## config.mk

```make
export PLATFORM = sky130hd
export DESIGN_NAME = instrumentation_trip_latch
export DESIGN_NICKNAME = d
export VERILOG_FILES = /design/src/rtl/instrumentation_trip_latch.sv
export SDC_FILE = /design/constraint.sdc
export NUM_CORES = 1
export LEC_CHECK = 0
export BUFFER_PORTS_ARGS = -buffer_cell sky130_fd_sc_hd__buf_2
export CORE_UTILIZATION = 47
export DETAILED_ROUTE_END_ITERATION = 6
export PLACE_DENSITY_LB_ADDON = 0.3
export SLEW_MARGIN = 20
export SYNTH_ARGS = -nofsm -noshare
export SYNTH_HDL_FRONTEND = slang
export SYNTH_SLANG_ARGS = --single-unit
```

## constraint.sdc

```tcl
create_clock -name clk -period 1.8 [get_ports clk]
set_input_delay 0.09 -clock clk [delete_from_list [all_inputs] [get_ports clk]]
set_output_delay 0.09 -clock clk [all_outputs]
set_load 0.01 [all_outputs]
```

## src/rtl/instrumentation_trip_latch.sv

```systemverilog
// Per-channel instrumentation trip stage. Each channel compares its sensor sample against its
// setpoint, debounces the exceed condition over consecutive valid samples, and latches a trip
// that only an operator reset (or a move to bypass) clears. All outputs are registered.
// Channel 0 occupies the most significant slice of every bus.
module instrumentation_trip_latch #(
  parameter int unsigned         NChannels   = 3,
  parameter int unsigned         W           = 32,
  parameter int unsigned         Debounce    = 3,
  parameter logic [NChannels-1:0] LowTripMask = 3'b001
) (
  input  logic                   clk,
  input  logic                   rst_n,
  input  logic                   sample_valid_i,
  input  logic [NChannels*W-1:0] vals_i,
  input  logic [NChannels*W-1:0] setpoints_i,
  input  logic [NChannels*2-1:0] mode_i,
  input  logic                   trip_reset_i,
  output logic [NChannels-1:0]   raw_exceed_o,
  output logic [NChannels-1:0]   trip_o,
  output logic                   trip_valid_o
);

  localparam int unsigned    CntW   = (Debounce < 1) ? 1 : $clog2(Debounce + 1);
  localparam logic [CntW-1:0] CntMax = CntW'(Debounce);

  localparam logic [1:0] ModeBypass  = 2'd0;
  localparam logic [1:0] ModeOperate = 2'd1;
  localparam logic [1:0] ModeManual  = 2'd2;
  localparam logic [1:0] ModeBypass3 = 2'd3;

  // All per-channel state is indexed by bus bit position, so channel ch lives at NChannels-1-ch.
  logic [NChannels-1:0][CntW-1:0] cnt_q, cnt_d;
  logic [NChannels-1:0]           raw_q, raw_d;
  logic [NChannels-1:0]           trip_q, trip_d;
  logic                           trip_valid_q, trip_valid_d;

  logic [W-1:0] v, s;
  logic [1:0]   m;
  logic         exceed;
  logic         bypass;

  // Next-state: comparison, debounce count, then trip clear/set with set winning over reset
  // and bypass overriding everything.
  always_comb begin
    cnt_d        = cnt_q;
    raw_d        = raw_q;
    trip_d       = trip_q;
    trip_valid_d = sample_valid_i;
    v            = '0;
    s            = '0;
    m            = ModeBypass;
    exceed       = 1'b0;
    bypass       = 1'b1;
    for (int unsigned b = 0; b < NChannels; b++) begin
      v      = vals_i[W*b +: W];
      s      = setpoints_i[W*b +: W];
      m      = mode_i[2*b +: 2];
      exceed = LowTripMask[b] ? (v < s) : (v > s);
      bypass = (m == ModeBypass) || (m == ModeBypass3);

      if (sample_valid_i) begin
        raw_d[b] = exceed;
        if (!exceed) begin
          cnt_d[b] = '0;
        end else if (cnt_q[b] != CntMax) begin
          cnt_d[b] = cnt_q[b] + 1'b1;
        end
      end
      if (bypass) begin
        cnt_d[b] = '0;
      end

      // A channel still exceeding, or held in manual trip, ignores the operator reset.
      if (trip_reset_i && (cnt_d[b] == '0) && (m != ModeManual)) begin
        trip_d[b] = 1'b0;
      end
      if (sample_valid_i && (m == ModeOperate) && (cnt_d[b] == CntMax)) begin
        trip_d[b] = 1'b1;
      end
      if (sample_valid_i && (m == ModeManual)) begin
        trip_d[b] = 1'b1;
      end
      if (bypass) begin
        trip_d[b] = 1'b0;
      end
    end
  end

  // State registers; asynchronous reset discards any partial debounce count.
  always_ff @(posedge clk or negedge rst_n) begin
    if (!rst_n) begin
      cnt_q        <= '0;
      raw_q        <= '0;
      trip_q       <= '0;
      trip_valid_q <= 1'b0;
    end else begin
      cnt_q        <= cnt_d;
      raw_q        <= raw_d;
      trip_q       <= trip_d;
      trip_valid_q <= trip_valid_d;
    end
  end

  assign raw_exceed_o = raw_q;
  assign trip_o       = trip_q;
  assign trip_valid_o = trip_valid_q;

endmodule

```

* Word-level counts from Yosys, hierarchy flattened
Index checks and enable logic that the tools add are counted.
Storage, ports and cells: register bits 13, memory bits (read-only) 0, bits in writable memories 0, memories kept 0, input port bits 202, output and inout bits 7, bits in latches 0
Operators by class: bitwise logic cells 0, reduce and logical (&&, ||, !) cells 27, equality and inequality tests 18, muxes and demuxes 24, shifts and indexed selects 0, add/subtract/negate cells 3, divide/modulo/power cells 0, $lt $le $gt $ge 3, multiply operators 0
Operators with widths (number):
- $gt 32x32->1 | 2
- $lt 32x32->1 | 1
- $mux 2 | 12
- $eq 2x2->1 const B | 9
- $logic_and 1x1->1 | 15
- $logic_not 2->1 | 6
- $mux 1 | 12
- $ne 2x2->1 const B | 6
- $reduce_bool 4->1 | 3
- $add 2x1->2 const B | 3
- $eq 2x1->1 const B | 3
- $logic_or 1x1->1 | 3

* Logic depth before layout (Yosys ltp)
depth after elaboration 12, gate-level depth with buffers 8

* Worst setup path after synthesis
No wires, ideal clock.
path type input to register, start input setpoints_i[1], end register cnt_q[1] in the netlist's numbering, required time 1.734 ns, buffers on the path 0, arrival 1.496 ns, stages 7, setup slack 0.238 ns, library setup time 0.066 ns, path through inv_1 -> ha_1 -> a2111oi_4 -> o41ai_1 -> o41a_1 -> a2111oi_2 -> a31o_1
RTL lines:
- start: declaration | RTL line 15 | input logic [NChannels*W-1:0] setpoints_i,
- end signal: assignment | RTL line 97 | cnt_q <= cnt_d;
- end: declaration | RTL line 32 | logic [NChannels-1:0][CntW-1:0] cnt_q, cnt_d;

==> impl_results.md <==
* TritonCTS clock tree: done
* Synth Area in Compound Gates at a little under a quarter
* Post-Syn Area at around 3200 sq um
* Post-Synth Adder-Cell Area at between 40% and 50%
* Share of cells above drive strength 1 at a little over a third
* Fillers at roughly 540
* Fin util at between 60 and 70%
* FMAX at around 0.63 GHz
* Std cell rows at 29
* Initial antenna violation count at 0
* Post-synthesis simple-gate area fraction at a little over an eighth
* Fin cells at slightly above 700
* Post-Syn Instances at 420
* Commonest non-fill, non-tap cell in the layout: buf_2
* Io pins at 209
* Critical path type: in2reg
* Rel. slew slack at between 70% and 80%
* Ant diodes at 0
* Final hold vios at 0
* Routed wire per std cell at between 10 and 15 microns
* P per Cell Area at 322.2 nW/um^2
* Final WL at slightly below 8000 microns
* CP bufs+invs at 1
* Worst r2r src: cnt_q[2]$_DFF_PN0_
* CTS buffer count at 3
* Die Y-Extent at roughly 84 microns
* Synth top area cells: ha_1 (40%), inv_1 (13%), dfrtp_1 (10%), a21oi_1 (7.1%), nand4_1 (3.6%)
* Sequential share of the synthesized area at 10.31%
* Flip-flop and latch area at between 300 and 400 sq um
* CTS root buf: clkbuf_8
* First-pass GRT wire length at approximately 13000 microns
* Critical Path Fanout Max at 3
* DRC viols at 25
* VDD IR max at around 0.19 mV
* Unique masters post-synth at 38
* Layout Nets at approximately 940
* Syn-to-layout area delta at 39.29%
* Worst Path Arrival at around 1700 ps
* Syn Area/Cell at 7.513 sq um
* GRT Total Usage at 22.03%
* Largest family of logic cells by synthesized area: adder cells
* Post-Synth XOR/XNOR Area at 0%
* Leading area contributor after synthesis: ha_1
* Die width at around 84 microns
* Slowest cell on crit path: nor4_1
* Failing checks: design-rule violations
* Final instance area at between 4000 and 5000 sq um
* Worst Hold End: trip_valid_o$_DFF_PN0_
* Starting Density at 49.13%
* WP data required at 1920 ps
* CP delay by family, top: simple AND/OR/NAND/NOR gates
* Final setup fails at 0
* Dpl cell area at 4334 sq um
* R2R Setup Slk at 620 ps
* CORE AREA at about 6400 sq um
* Dpl cells at approximately 700
* Worst-Margin Slew at 376.6 ps
* Grt total ovfl at 0
* Via count at roughly 3.6k
* Detail Route Antenna Nets at 0
* Crit path capture type: register
* Vias per inst at 5.035
* CP cell instances: buf_2 > ha_1 > and3_1 > nand4_1 > nor4_1 > o41a_1 > nor2_1 > a32o_1
* Post-synth top area share at roughly two fifths
* Period utilisation layout at just under 90%
* Number of global-route vias before repair at about 3.4k
* Ys Warns at 0
* Delay of the slowest critical-path stage at between 300 and 400 ps
* Worst-path clk slew at 50 ps
* Total power draw at between 1 and 1.5 mW
* Hold_sp: sample_valid_i
* Dpl hpwl at between 7000 and 8000 microns
* Worst Setup Start Kind: input port
* R2R depth at 6
* Pin count of the biggest net entering global routing at 19
* Clk_skew at between 0.2 and 0.3 ps
* Final number of max-transition violations at 0
* Post-Syn Nets at approximately 720
* Placer congestion estimate at between 0.8 and 0.9
* Clk sinks at 13
* Die area at 7046 sq um
* Setup_tns at 0 ps
* Clock latency at the later pin of the worst-skew pair at 230 ps
* RSZ-0062 raised after global routing: no
* Max clock buf depth at 2
* Area of the multi-input gates at between 2000 and 2500 sq um
* Post-synthesis mux area share at 0%
* Reg2reg end: trip_o[1]$_DFFE_PN0P_
* Flops & latches, synth at 13
* Tmin final at approximately 1600 ps
* HP Class: in2reg
* H-tree depth at 1
* DR pass1 iterations at 6
* Hold depth at 2
* Outcome: finished with violations
* DR iter-0 viols at 93
* Leak Pwr at 2.755 nW
* Commonest non-fill, non-tap cells in the layout: buf_2 (208), inv_1 (109), ha_1 (101), a21oi_1 (45), nand2_1 (23)
* MaxCap Viol Count at 0
* Buffers on Ports at 208
through the flow:
step	hold WS [ps]	worst slack [ps]
after floorplan	-205.6	238.0
after global placement	-9.656	-37.37
after detailed placement	-7.998	-104.4
after CTS	195.0	149.7
after global routing	200.6	37.86
final	199.9	212.2
metal layers:
| metal | share of wire (%) | global-route usage [%] | up-vias |
|---|---|---|---|
| met2 | 53 | 44.63 | 121 |
| met1 | 40 | 23.16 | 1552 |
| li1 | - | - | 1912 |
| met5 | 0 | 0 | - |
| met4 | 1.1 | 5.486 | 0 |
| met3 | 5.9 | 3.462 | 10 |
registers in the layout, summed over array words and instances (netlist names):
name,cells
trip_o,3
cnt_q,6
trip_valid_o,1
raw_exceed_o,3
timing repair:
| item | in CTS | in global routing |
|---|---|---|
| endpoints found under the hold margin | 13 | 0 |
| resized for setup | 0 | 1 |
| buffers inserted | 0 | 0 |
| hold buffers | 1 | 0 |
| setup endpoints to repair | 0 | 1 |
where the power goes:
part	leakage, nW	internal, mW	switching, mW
clock	0.0228	0.156	0.0958
sequential	0.170	0.318	0.0206
combinational	2.56	0.432	0.394
final cells by class:
cell class / count / area share, %
Clock buffer: 4 / 1.025
Inverter: 109 / 9.308
Multi-Input combinational cell: 295 / 54.97
Sequential cell: 13 / 7.401
Tap cell: 77 / 2.192
Timing Repair Buffer: 216 / 25.11
cell usage after synthesis:
library cell and number:
nand2b_4 1, a2111oi_2 1, a221oi_1 1, o41ai_1 1, nor4b_1 1, nand4_1 18
a21o_1 10, o311ai_0 1, buf_1 1, a21oi_1 45, o21ai_0 17, nor3_1 5
a32o_1 1, a31oi_1 4, a211oi_1 8, o21ai_1 1, o21ai_2 1, and3_1 4
o41a_1 1, nor2b_1 4, o32ai_1 2, a2bb2oi_1 1, nand3_1 9, and4_1 2
a2111oi_4 1, clkbuf_1 2, nand2_1 23, o31a_1 1, a21boi_1 1, ha_1 101
dfrtp_1 13, inv_1 109, nor2_1 12, nor4_1 3, o211ai_1 6, o21a_1 4
o31ai_1 3, a31o_1 1
cell families (layout without fill, tap and decap cells):
group	count (synthesis)	after routing
AO/OA/AOI/OAI	112	112
buffers and inverters	112	329
flip-flops	13	13
AND/OR/NAND/NOR	82	82
adder cells (fa/ha/maj)	101	101
how the worst max path moves through the flow:
stage	from	endpoint	cells past startpoint
finish	vals_i[31]	cnt_q[0]$_DFF_PN0_	8
global route	setpoints_i[30]	cnt_q[0]$_DFF_PN0_	9
CTS	vals_i[78]	cnt_q[4]$_DFF_PN0_	8
detailed placement	vals_i[95]	cnt_q[4]$_DFF_PN0_	7
global placement	vals_i[78]	cnt_q[4]$_DFF_PN0_	8
floorplan	setpoints_i[1]	cnt_q[1]$_DFF_PN0_	7
(Power assumes the default switching activity.)
